$ cat config.mk
export PLATFORM = sky130hd
export DESIGN_NAME = mux_nto1_rr
export DESIGN_NICKNAME = d
export VERILOG_FILES = /design/src/rtl/mux_nto1_rr.sv
export SDC_FILE = /design/constraint.sdc
export NUM_CORES = 1
export LEC_CHECK = 0
export ABC_AREA = 1
export CAP_MARGIN = 5
export CORE_AREA = 5 5 70 72
export DETAILED_ROUTE_END_ITERATION = 16
export DIE_AREA = 0 0 75 77
export PLACE_DENSITY = 0.58
export SETUP_SLACK_MARGIN = 0.5
export SYNTH_ARGS = -nofsm -noshare
export SYNTH_HDL_FRONTEND = slang
export SYNTH_SLANG_ARGS = --single-unit
$ cat constraint.sdc
create_clock -name clk -period 2.3 [get_ports clk]
set_input_delay 0.46 -clock clk [delete_from_list [all_inputs] [get_ports clk]]
set_output_delay 0.46 -clock clk [all_outputs]
set_load 0.01 [all_outputs]
$ cat src/rtl/mux_nto1_rr.sv
// rtl/mux_nto1_rr.sv - N-to-1 registered stream mux with fixed-select and round-robin grant
module mux_nto1_rr #(
    parameter int WIDTH = 8,
    parameter int NCH   = 4,
    parameter int SELW  = 2
) (
    input  logic                  clk,
    input  logic                  rst_n,
    input  logic                  mode,
    input  logic [SELW-1:0]       sel,
    input  logic [NCH*WIDTH-1:0]  in_data,
    input  logic [NCH-1:0]        in_valid,
    output logic [NCH-1:0]        in_ready,
    output logic [WIDTH-1:0]      out_data,
    output logic [SELW-1:0]       out_ch,
    output logic                  out_valid,
    input  logic                  out_ready
);

    logic [SELW-1:0]  ptr;
    logic [SELW-1:0]  g;
    logic [SELW-1:0]  rr_off;
    logic [SELW:0]    rr_sum;
    logic [SELW:0]    g_inc;
    logic [2*NCH-1:0] rot;
    logic             rr_found;
    logic             sel_ok;
    logic             gv;
    logic             load_en;
    logic             xfer;

    assign load_en = !out_valid || out_ready;

    // Rotate the valid vector so bit 0 is the channel at ptr; the lowest set bit wins.
    always_comb begin
        rot      = {in_valid, in_valid} >> ptr;
        rr_off   = '0;
        rr_found = 1'b0;
        for (int i = NCH - 1; i >= 0; i--) begin
            if (rot[i]) begin
                rr_off   = SELW'(i);
                rr_found = 1'b1;
            end
        end
        rr_sum = {1'b0, ptr} + {1'b0, rr_off};
        if (rr_sum >= (SELW+1)'(NCH)) begin
            rr_sum = rr_sum - (SELW+1)'(NCH);
        end
    end

    always_comb begin
        sel_ok = ({1'b0, sel} < (SELW+1)'(NCH));
        if (mode) begin
            g  = rr_sum[SELW-1:0];
            gv = rr_found;
        end else begin
            g  = sel;
            gv = sel_ok && in_valid[sel];
        end
    end

    assign xfer     = load_en && gv;
    assign in_ready = (xfer && rst_n) ? (NCH'(1) << g) : '0;
    assign g_inc    = {1'b0, g} + (SELW+1)'(1);

    always_ff @(posedge clk or negedge rst_n) begin
        if (!rst_n) begin
            out_data  <= '0;
            out_ch    <= '0;
            out_valid <= 1'b0;
            ptr       <= '0;
        end else if (load_en) begin
            if (xfer) begin
                out_data  <= in_data[g*WIDTH +: WIDTH];
                out_ch    <= g;
                out_valid <= 1'b1;
                if (mode) begin
                    ptr <= (g_inc == (SELW+1)'(NCH)) ? '0 : g_inc[SELW-1:0];
                end
            end else begin
                out_valid <= 1'b0;
            end
        end
    end

endmodule

### Word level (Yosys, flattened, before mapping)

Cells that the tools add are included.

| word-level totals | value |
|---|---|
| logic and storage cells | 35 |
| bits in latches | 0 |
| memory bits (read-only) | 0 |
| output and inout port bits | 15 |
| flip-flop bits (word level) | 13 |
| bits in writable memories | 0 |
| bits of input ports | 42 |
| memories kept | 0 |

| operators by class | value |
|---|---|
| reduce and logical (&&, ||, !) cells | 6 |
| divide/modulo/power cells | 0 |
| bitwise logic cells | 0 |
| mux-type cells | 16 |
| $add $sub $neg | 3 |
| shift operators | 3 |
| multiply operators | 0 |
| $lt $le $gt $ge | 2 |
| eq/ne operators | 1 |

Operators with widths:

| kind | number |
|---|---|
| $shiftx A32 B6 Y8 | 1 |
| $mux W2 | 7 |
| $shr A8 B2 Y4 | 1 |
| $mux W1 | 7 |
| $mux W4 | 1 |
| $shl A1 B2 Y4 const A | 1 |
| $add A2 B1 Y3 const B | 1 |
| $add A2 B2 Y3 | 1 |
| $eq A3 B3 Y1 const B | 1 |
| $ge A3 B3 Y1 const B | 1 |
| $lt A2 B3 Y1 const B | 1 |
| $reduce_and A3 Y1 | 1 |
| $bmux W1 S2 | 1 |
| $logic_and A1 B1 Y1 | 2 |
| $reduce_and A2 Y1 | 1 |
| $sub A2 B1 Y2 const B | 1 |
| $logic_not A1 Y1 | 1 |
| $logic_or A1 B1 Y1 | 1 |

### Longest topological paths before layout

Gate-level depths: netlist (run 1).

| logic depth | value |
|---|---|
| depth in word-level cells | 12 |
| depth in mapped cells | 16 |
| mapped depth without buffers | 15 |

### Worst setup path before layout (run 1)

OpenSTA, ideal clock, no wires.

| timing path | value |
|---|---|
| path kind | register to output |
| start point | register ptr[1] |
| end point | output port in_ready[2] |
| required time | 1.840 ns |
| data arrival time | 2.154 ns |
| cell stages (with the launch flop) | 17 |
| path slack | -0.314 ns |
| buffers on the path | 2 |
| path through | dfrtp_1 buf_4 inv_1 nand3_1 nand2_1 nand3_1 a21boi_0 ha_1 xor2_1 inv_1 nand2_2 nand3_4 nand2_4 buf_12 ha_1 nand2_1 nor2_1 |

| on the way | value |
|---|---|
| cells in the longest elaborated chain, start to end | 11 |
| elaborated cells on any way between the ends | 19 |
| those cells by class | add/sub: 2; order compare: 1; shift: 2; mux: 12; reduce/logical: 2 |

Ends and longest elaborated chain:

| element | RTL line | text |
|---|---|---|
| from (decl) | 20 | `logic [SELW-1:0] ptr;` |
| from (signal assigned) | 78 | `ptr <= (g_inc == (SELW+1)'(NCH)) ? '0 : g_inc[SELW-1:0];` |
| $shr A8 B2 Y4 | 36 | `rot = {in_valid, in_valid} >> ptr;` |
| $mux W2 (4 in series) | 40 | `if (rot[i]) begin` |
| $add A2 B2 Y3 | 45 | `rr_sum = {1'b0, ptr} + {1'b0, rr_off};` |
| $ge A3 B3 Y1 or $sub A2 B1 Y2 (tied branches) | 46, 47 |  |
| $mux W2 | 46 | `if (rr_sum >= (SELW+1)'(NCH)) begin` |
| $mux W2 | 53 | `if (mode) begin` |
| $shl A1 B2 Y4 | 63 | `assign in_ready = (xfer && rst_n) ? (NCH'(1) << g) : '0;` |
| $mux W4 (*) | 63 |  |
| to (decl) | 13 | `output logic [NCH-1:0] in_ready,` |

Mark *: on every way between the ends. The rest lies on a longest branch, timed or not.

### Worst setup path after layout (run 1)

| timing path | value |
|---|---|
| start point | register ptr[0] |
| end point | output port in_ready[3] |

The elaborated chain is that of the path after synthesis.

==> reports/summary.log, run 1 <==
INFO  run_status     result_of_the_run=complete, but fails checks
INFO  run_status     violations=negative setup slack
INFO  yosys          synth.cells.most_frequent=sky130_fd_sc_hd__nand2_1, sky130_fd_sc_hd__nand3_1, sky130_fd_sc_hd__dfrtp_1, sky130_fd_sc_hd__nand2_2, sky130_fd_sc_hd__inv_1
INFO  route          drtIter0Drc=29
INFO  yosys          synth_top_cell_area_share=27.3%
INFO  yosys          edff_count_synth=0
INFO  place          port_buffers=56
INFO  timing         clock.fmax=370MHz
INFO  finish         nFillCells=391
INFO  finish         nets=313
INFO  cts            clock_tree.root_cell=sky130_fd_sc_hd__clkbuf_8
INFO  yosys          synthDominantAreaCellType=sky130_fd_sc_hd__dfrtp_1
INFO  worst_setup_path critical_path.max_stage_delay=0.47ns
INFO  timing         share_of_the_clock_period_used_by_the_worst_path_after_layout=118%
INFO  floorplan      boundaryPins=57
INFO  yosys          syn-instance-count=170
INFO  route          routed-via-count=1441
INFO  yosys          ys_top_cells_by_area=sky130_fd_sc_hd__dfrtp_1, sky130_fd_sc_hd__nand2_1, sky130_fd_sc_hd__nand3_1, sky130_fd_sc_hd__nand2_2, sky130_fd_sc_hd__mux2i_1
INFO  hold_path      timing.hold.worst.class=reg2reg
INFO  place          globalplace.congestion=0.799
INFO  timing         relSlewSlack=81.4%
INFO  place          post-dp-hpwl=3080um
INFO  yosys          synth_flop_cell=sky130_fd_sc_hd__dfrtp_1
INFO  floorplan      dieWidth=75um
INFO  floorplan      floorplan.die.height=77um
INFO  worst_setup_path cp-end-kind=primary output
INFO  finish         layout.cells.non_filler=320
INFO  worst_setup_path timing.critical_path.fanout_max=5
INFO  cts            cts_tree=done
INFO  floorplan      initial_core_util=28.2%
INFO  yosys          syn-mean-instance-area=7.01um^2
INFO  yosys          ys_warn_count=0
INFO  timing         finalHoldWorstSlack=0.471ns
INFO  floorplan      count_of_standard_cell_rows=24
INFO  cts            clock_latency=0.24ns
INFO  timing         final-setup-viol-count=12
INFO  yosys          netlist_area_pre_place=1190um^2
INFO  finish         post-route-util=57.9%
INFO  timing         worst_clock_skew=0.00487ns
INFO  timing         final.setup.worst_slack=-0.406ns
INFO  place          placed_area=2040um^2
INFO  worst_setup_path start_kind=flip-flop
INFO  cts            worst_setup_hold_path_clk_slew=0.06ns
INFO  route          drc=0
INFO  timing         grt_setup_unrepaired=yes
INFO  yosys          synth.yosys.seq_area_share=27.3%
INFO  yosys          synthAdderAreaFrac=2.10%
INFO  timing         maxSlewViolCount=0
INFO  finish         area.sequential=328um^2
INFO  finish         area_growth_syn_to_layout=106%
INFO  yosys          yosys_register_bits=13
INFO  job            drv_cap=0
INFO  yosys          synth_xor_area_share=0.735%
INFO  route          route.antenna.remaining_nets=0
INFO  cts            largest_buffer_count_on_any_clock_path=2
INFO  worst_setup_path crit_slowest_cell=sky130_fd_sc_hd__dfrtp_2
INFO  yosys          synth.lib_cells_used.distinct=28
INFO  grt            grt_start_max_net_pins=11
INFO  power_and_ir_drop power.density_cell_area=1190nW/um^2
INFO  worst_setup_path timing.setup.critical_path_class=reg2out
INFO  yosys          synth_async_sr_flop_share=100%
INFO  cts            cts_buffers=3
INFO  yosys          synth_top_family_by_area=simple AND/OR/NAND/NOR gates
INFO  yosys          postSynthNetCount=214
INFO  finish         layout-drive-gt1-share=48.5%
INFO  power_and_ir_drop max-vdd-ir-drop=0.494mV
INFO  worst_setup_path worstPathArrival=2.25ns
INFO  finish         multi_input_area=977um^2
INFO  timing         transition_time_of_the_tightest_slew_check_pin=0.279ns
INFO  yosys          yosysMostFrequentCell=sky130_fd_sc_hd__nand2_1
INFO  grt            wire_length_of_the_first_global_routing_pass=6220um
INFO  route          drtPass1Iterations=4
INFO  grt            grt_pass1_vias=1331
INFO  place          placed_cells=302
INFO  finish         n_antenna_cell=0
INFO  cts            clkSinkCount=13
INFO  worst_setup_path worst_path_cell_chain=inv_4 > nand2_2 > nand3_2 > nand3_2 > a21boi_2 > ha_4 > xor2_2 > inv_1 > nand2_2 > nand3_4 > nand2_4 > buf_4 > nand2_4 > nor2_4 > buf_6
INFO  route          wire_per_inst=13.6um
INFO  cts            cts-htree-levels=1
INFO  floorplan      placeableCoreArea=4230um^2
INFO  power_and_ir_drop static-leakage-power=1.17nW
INFO  timing         final_period_minus_worst_setup_slack=2.71ns
INFO  yosys          synth_simple_gate_area_share=48.4%
INFO  yosys          synth.mux.area_fraction=6.72%
INFO  route          post_drt_via_cell_ratio=4.50
INFO  yosys          complex_gate_fraction_of_the_synthesized_area=5.04%
INFO  grt            antenna_found_initial=0
INFO  timing         hold_violations=0
INFO  cts            holdBufCountCts=0
INFO  worst_setup_path cp_data_required_time=1.84ns
INFO  grt            grt_overflow=0
INFO  finish         finalInstanceArea=2450um^2
INFO  route          finalWirelength=4350um
INFO  floorplan      area_of_the_die=5780um^2
INFO  grt            grt_overall_usage=14.0%
[critical path: cells and delay by family, from the launching register on]
kind	cells	cell delay, ns
flip-flops	1	0.47
XOR/XNOR	1	0.15
AO/OA/AOI/OAI	1	0.19
buffers and inverters	4	0.41
AND/OR/NAND/NOR	8	0.61
adder cells (fa/ha/maj)	1	0.16
[power by group]
group	total [mW]	internal, mW	switching [mW]
Sequential	0.416	0.340	0.0764
Combinational	2.29	1.21	1.08
Clock	0.209	0.122	0.0869
Total	2.91	1.67	1.24
[cell usage in the layout, fill, tap and decap left out, drive strengths merged]
master	count
nand2	80
buf	47
clkdlybuf4s50	46
nand3	27
dfrtp	13
inv	13
mux2i	8
nor2	6
dlygate4sd2	5
o21ai	5
clkbuf	4
clkinv	4
nor3	2
ha	2
xor2	1
nand4	1
o21bai	1
o221ai	1
a21boi	1
clkdlybuf4s15	1
[flip-flops by register name, summed over array words and instances, names as in the netlist]
name       flops
out_data       8
out_valid      1
out_ch         2
ptr            2
[timing repair]
action	4_1_cts	5_1_grt
setup buffers	7	6
pin swaps	34	18
gates resized for setup	59	30
setup endpoints to repair	16	16
cloned	1	0
[logic make-up (layout without fill, tap and decap cells)]
logic type | count (synthesis) | after routing
compound gates | 8 | 8
xor+xnor | 1 | 1
fa+ha+maj | 2 | 2
buf+inv | 22 | 120
flops | 13 | 13
mux | 8 | 8
simple gates | 116 | 116
[worst paths after layout]
check                      cells after the start           to  slack, ns        start
setup / recovery                              15  in_ready[3]      -0.41       ptr[0]
hold / removal                                 2  out_data[7]       0.47  out_data[7]
setup reg to reg                              17  out_data[2]      -0.09       ptr[0]
hold reg to reg                                2  out_data[7]       0.47  out_data[7]
max in group asynchronous                      3  out_data[4]       1.43        rst_n
min in group asynchronous                      2    out_ch[0]       0.61        rst_n
[area by class of cell]
cell class,instances,area share (%)
clock buffers,4,1.84
inverters,17,2.91
multi-input cells,135,39.9
flip-flops and latches,13,13.4
well taps,52,2.65
repair buffers,99,39.4
[per-stage QoR]
stage	setup WS (ns)	TNS (ns)	power, mW
3_3_place_gp	-1.02	-8.04	2.05
3_5_place_dp	-1.07	-8.55	2.06
2_1_floorplan	-0.173	-0.448	1.43
5_1_grt	-0.570	-3.98	3.12
6_report	-0.406	-2.13	2.91
4_1_cts	-0.439	-1.58	2.69
[per-layer routing]
layer	up-vias	GRT usage (%)	part of all wire, %
li1	742	-	-
met1	657	18.0	40
met2	34	22.9	52
met3	8	2.22	5.3
met4	0	5.69	2.0
met5	-	0	0
Power figures use the tool's default switching activity.
==> run 2, diff against run 1 <==
CORE_AREA = 5 5 77 65   (was 5 5 70 72)
DIE_AREA = 0 0 82 70   (was 0 0 75 77)
PLACE_DENSITY = 0.59   (was 0.58)
TNS_END_PERCENT = 1   (was unset)
==> run 2 against run 1 <==
Compared with the run above:
- the run still ends with negative setup slack left
- cell count fell by 2.2%
- clock skew fell by 0.0030 ns
- count of clock-buffer cells in the layout did not move
- utilization fell by 4.8 points
- sequential share of layout area rose by 1.7 points
- maximum frequency fell by 2.2%
- clock power fell by 3%
- combinational power fell by 22%
- first-iteration DRC count rose by 31%
==> reports/summary.log, run 2 (synthesized netlist as in run 1, its figures left out) <==
INFO  worst_setup_path reg2reg_depth=17 [unchanged]
INFO  timing         relSlewSlack=81.5% [was 81.4%]
INFO  hold_path      timing.hold.worst.start=out_ch[1] [was out_data[7]]
INFO  route          routed-via-count=1358 [was 1441]
INFO  place          post-dp-hpwl=2800um [was 3080 um]
INFO  grt            wire_length_of_the_first_global_routing_pass=6270um [was 6220 um]
INFO  cts            cts_tree=done [unchanged]
INFO  worst_setup_path critical_path.max_stage_delay=0.47ns [about the same]
INFO  timing         grt_setup_unrepaired=yes [unchanged]
INFO  place          port_buffers=56 [unchanged]
INFO  power_and_ir_drop max-vdd-ir-drop=0.368mV [was 0.494 mV]
INFO  worst_setup_path crit-reg2reg-capture=out_data[0] [was out_data[2]]
INFO  timing         final_period_minus_worst_setup_slack=2.77ns [was 2.71 ns]
INFO  worst_setup_path cp-end-kind=primary output [unchanged]
INFO  place          globalplace.congestion=0.779 [was 0.799]
INFO  timing         transition_time_of_the_tightest_slew_check_pin=0.276ns [was 0.279 ns]
INFO  worst_setup_path crit_top_cell=sky130_fd_sc_hd__nand2_2
INFO  worst_setup_path cp_data_required_time=1.84ns [about the same]
INFO  floorplan      floorplan.die.height=70um [was 77 um]
INFO  floorplan      placeableCoreArea=4100um^2 [was 4230 um^2]
INFO  grt            antenna_found_initial=0 [unchanged]
INFO  finish         final_common_cell=sky130_fd_sc_hd__nand2_1 [was sky130_fd_sc_hd__clkdlybuf4s50_1]
INFO  job            drv_cap=0 [unchanged]
INFO  worst_setup_path start_kind=flip-flop [unchanged]
INFO  route          wire_per_inst=11.9um [was 13.6 um]
INFO  timing         totalNegativeSetupSlack=-1.98ns [was -2.13 ns]
INFO  worst_setup_path worst_r2r_src=ptr[0] [unchanged]
INFO  worst_setup_path worstPathArrival=2.31ns [was 2.25 ns]
INFO  cts            clock_tree.root_cell=sky130_fd_sc_hd__clkbuf_8 [unchanged]
INFO  run_status     violations=negative setup slack [unchanged]
INFO  cts            cts-htree-levels=1 [unchanged]
INFO  grt            grt_overflow=0 [unchanged]
INFO  grt            grt_pass1_vias=1370 [was 1331]
INFO  finish         largest_register_ffs=8 [unchanged]
INFO  timing         maxSlewViolCount=0 [unchanged]
INFO  finish         largestRegisters=out_data (8), out_ch (2), ptr (2) [unchanged]
INFO  grt            grt_start_max_net_pins=11 [unchanged]
INFO  cts            worst_setup_hold_path_clk_slew=0.05ns [was 0.06 ns]
INFO  route          route.antenna.remaining_nets=0 [unchanged]
INFO  worst_setup_path worst_path_cell_chain=inv_4 > nand2_2 > nand3_1 > nand2_2 > a21boi_2 > ha_2 > xor2_2 > nand3_2 > nand3_4 > nand2_4 > buf_12 > nor3_4 > buf_2 [was inv_4 > nand2_2 > nand3_2 > nand3_2 > a21boi_2 > ha_4 > xor2_2 > inv_1 > nand2_2 > nand3_4 > nand2_4 > buf_4 > nand2_4 > nor2_4 > buf_6]
INFO  worst_setup_path timing.reg2reg.setup_slack=-0.05ns [was -0.09 ns]
INFO  floorplan      dieWidth=82um [was 75 um]
INFO  worst_setup_path timing.critical_path.fanout_max=5 [unchanged]
INFO  hold_path      timing.hold.worst.class=reg2reg [unchanged]
INFO  place          placed_area=2010um^2 [was 2040 um^2]
INFO  finish         area_growth_syn_to_layout=82.4% [was 106%]
INFO  finish         nFillCells=415 [was 391]
INFO  power_and_ir_drop power.density_cell_area=1110nW/um^2 [was 1190 nW/um^2]
INFO  power_and_ir_drop internal_cell_power=1.35mW [was 1.67 mW]
INFO  timing         worst_clock_skew=0.00186ns [was 0.00487 ns]
INFO  timing         clock.fmax=361MHz [was 370 MHz]
INFO  route          finalWirelength=3730um [was 4350 um]
INFO  hold_path      min_to=out_ch[1] [was out_data[7]]
INFO  timing         final-setup-viol-count=12 [unchanged]
INFO  worst_setup_path timing.setup.critical_path_class=reg2out [unchanged]
INFO  route          drtPass1Iterations=4 [unchanged]
INFO  finish         layout-drive-gt1-share=36.7% [was 48.5%]
INFO  floorplan      count_of_standard_cell_rows=21 [was 24]
INFO  power_and_ir_drop power.sequential.fraction=17.4% [was 14.3%]
INFO  cts            clock_latency=0.24ns [about the same]
INFO  finish         finalInstanceArea=2170um^2 [was 2450 um^2]
INFO  timing         final.setup.worst_slack=-0.467ns [was -0.406 ns]
INFO  floorplan      boundaryPins=57 [unchanged]
INFO  timing         hold_violations=0 [unchanged]
INFO  grt            grt_overall_usage=13.8% [was 14.0%]
INFO  run_status     result_of_the_run=complete, but fails checks [unchanged]
INFO  route          drtIter0Drc=38 [was 29]
INFO  power_and_ir_drop static-leakage-power=1.05nW [was 1.17 nW]
INFO  route          post_drt_via_cell_ratio=4.34 [was 4.50]
INFO  finish         nets=301 [was 313]
INFO  timing         share_of_the_clock_period_used_by_the_worst_path_after_layout=120% [was 118%]
INFO  power_and_ir_drop pwr-share-clk=8.4% [was 7.2%]
INFO  finish         n_antenna_cell=0 [unchanged]
INFO  finish         most-common-layout-cells=sky130_fd_sc_hd__nand2_1, sky130_fd_sc_hd__clkdlybuf4s50_1, sky130_fd_sc_hd__buf_4 [was sky130_fd_sc_hd__clkdlybuf4s50_1, sky130_fd_sc_hd__nand2_1, sky130_fd_sc_hd__nand2_2]
INFO  cts            cts_buffers=3 [unchanged]
INFO  place          placement.setup.worst_slack=-1.10ns [was -1.07 ns]
INFO  cts            largest_buffer_count_on_any_clock_path=2 [unchanged]
INFO  power_and_ir_drop p_sw_share=44.2% [was 42.6%]
INFO  power_and_ir_drop switching_component_of_the_power=1.06mW [was 1.24 mW]
INFO  finish         top_reg_by_flops=out_data [unchanged]
INFO  hold_path      holdPathStages=2 [unchanged]
INFO  cts            holdBufCountCts=0 [unchanged]
INFO  cts            clkSinkCount=13 [unchanged]
INFO  route          drc=0 [unchanged]
INFO  floorplan      area_of_the_die=5740um^2 [was 5780 um^2]
INFO  power_and_ir_drop comb_pwr_share=74.2% [was 78.5%]
INFO  floorplan      initial_core_util=29.1% [was 28.2%]
INFO  worst_setup_path crit_slowest_cell=sky130_fd_sc_hd__dfrtp_2 [unchanged]
[run 2: critical path, delay by kind of cell, from the launching register on]
family | cells | cell delay [ns]
AOI/OAI and AO/OA | 1 | 0.13
xor gates and xnor gates | 1 | 0.16
adders and majority gates | 1 | 0.20
buffers and inverters | 3 | 0.43
DFF | 1 | 0.47
and+or+nand+nor | 7 | 0.68
[run 2: how the worst max path moves through the flow]
stage,startpoint,to,slack (ns),cells past startpoint
floorplan,ptr[0],in_ready[2],-0.17,16
global placement,in_valid[0],in_ready[0],-1.05,13
detailed placement,in_valid[1],in_ready[0],-1.10,14
CTS,ptr[0],in_ready[1],-0.40,14
global route,ptr[0],in_ready[1],-0.61,13
finish,ptr[0],in_ready[1],-0.47,13
[run 2: power groups by stage]
| stage | registers, mW | logic (mW) | clock network, mW |
|---|---|---|---|
| CTS | 0.420 | 1.70 | 0.214 |
| finish | 0.420 | 1.79 | 0.202 |
| detailed placement | 0.414 | 1.58 | 0 |
| global route | 0.437 | 1.98 | 0.224 |
| global placement | 0.414 | 1.58 | 0 |
| floorplan | 0.444 | 0.958 | 0 |
[run 2: what timing repair did]
| action | 4_1_cts | 5_1_grt |
|---|---|---|
| hold endpoints to repair | 0 | 0 |
| pin swaps | 19 | 6 |
| gates cloned | 0 | 0 |
| setup endpoints to repair | 16 | 16 |
| buffers inserted | 3 | 3 |
| gates resized for setup | 47 | 5 |
[run 2: routing by layer]
| layer | GRT usage (%) | wire [um] |
|---|---|---|
| met1 | 16.9 | 1480 |
| met2 | 23.3 | 1910 |
| met3 | 3.60 | 278 |
| met4 | 4.24 | 57 |
| met5 | 0 | 0 |
[run 2: per-stage QoR]
stage               hold slack (ns)  instances  utilization [%]  total power, mW
finish                        0.472        313             53.1             2.41
global route                  0.519        313             53.1             2.65
CTS                           0.483        310             51.9             2.33
detailed placement            0.468        303             48.9             2.00
global placement              0.465        303             48.9             1.99
floorplan                     0.164        170                -             1.40
[run 2: final cells by class]
cell class | count | area [um^2] | area share (%)
repair buffers | 87 | 796 | 36.6
inverters | 17 | 67.6 | 3.11
flip-flops and latches | 13 | 328 | 15.1
clock buffers | 4 | 45.0 | 2.07
well taps | 57 | 71.3 | 3.28
multi-input cells | 135 | 867 | 39.9
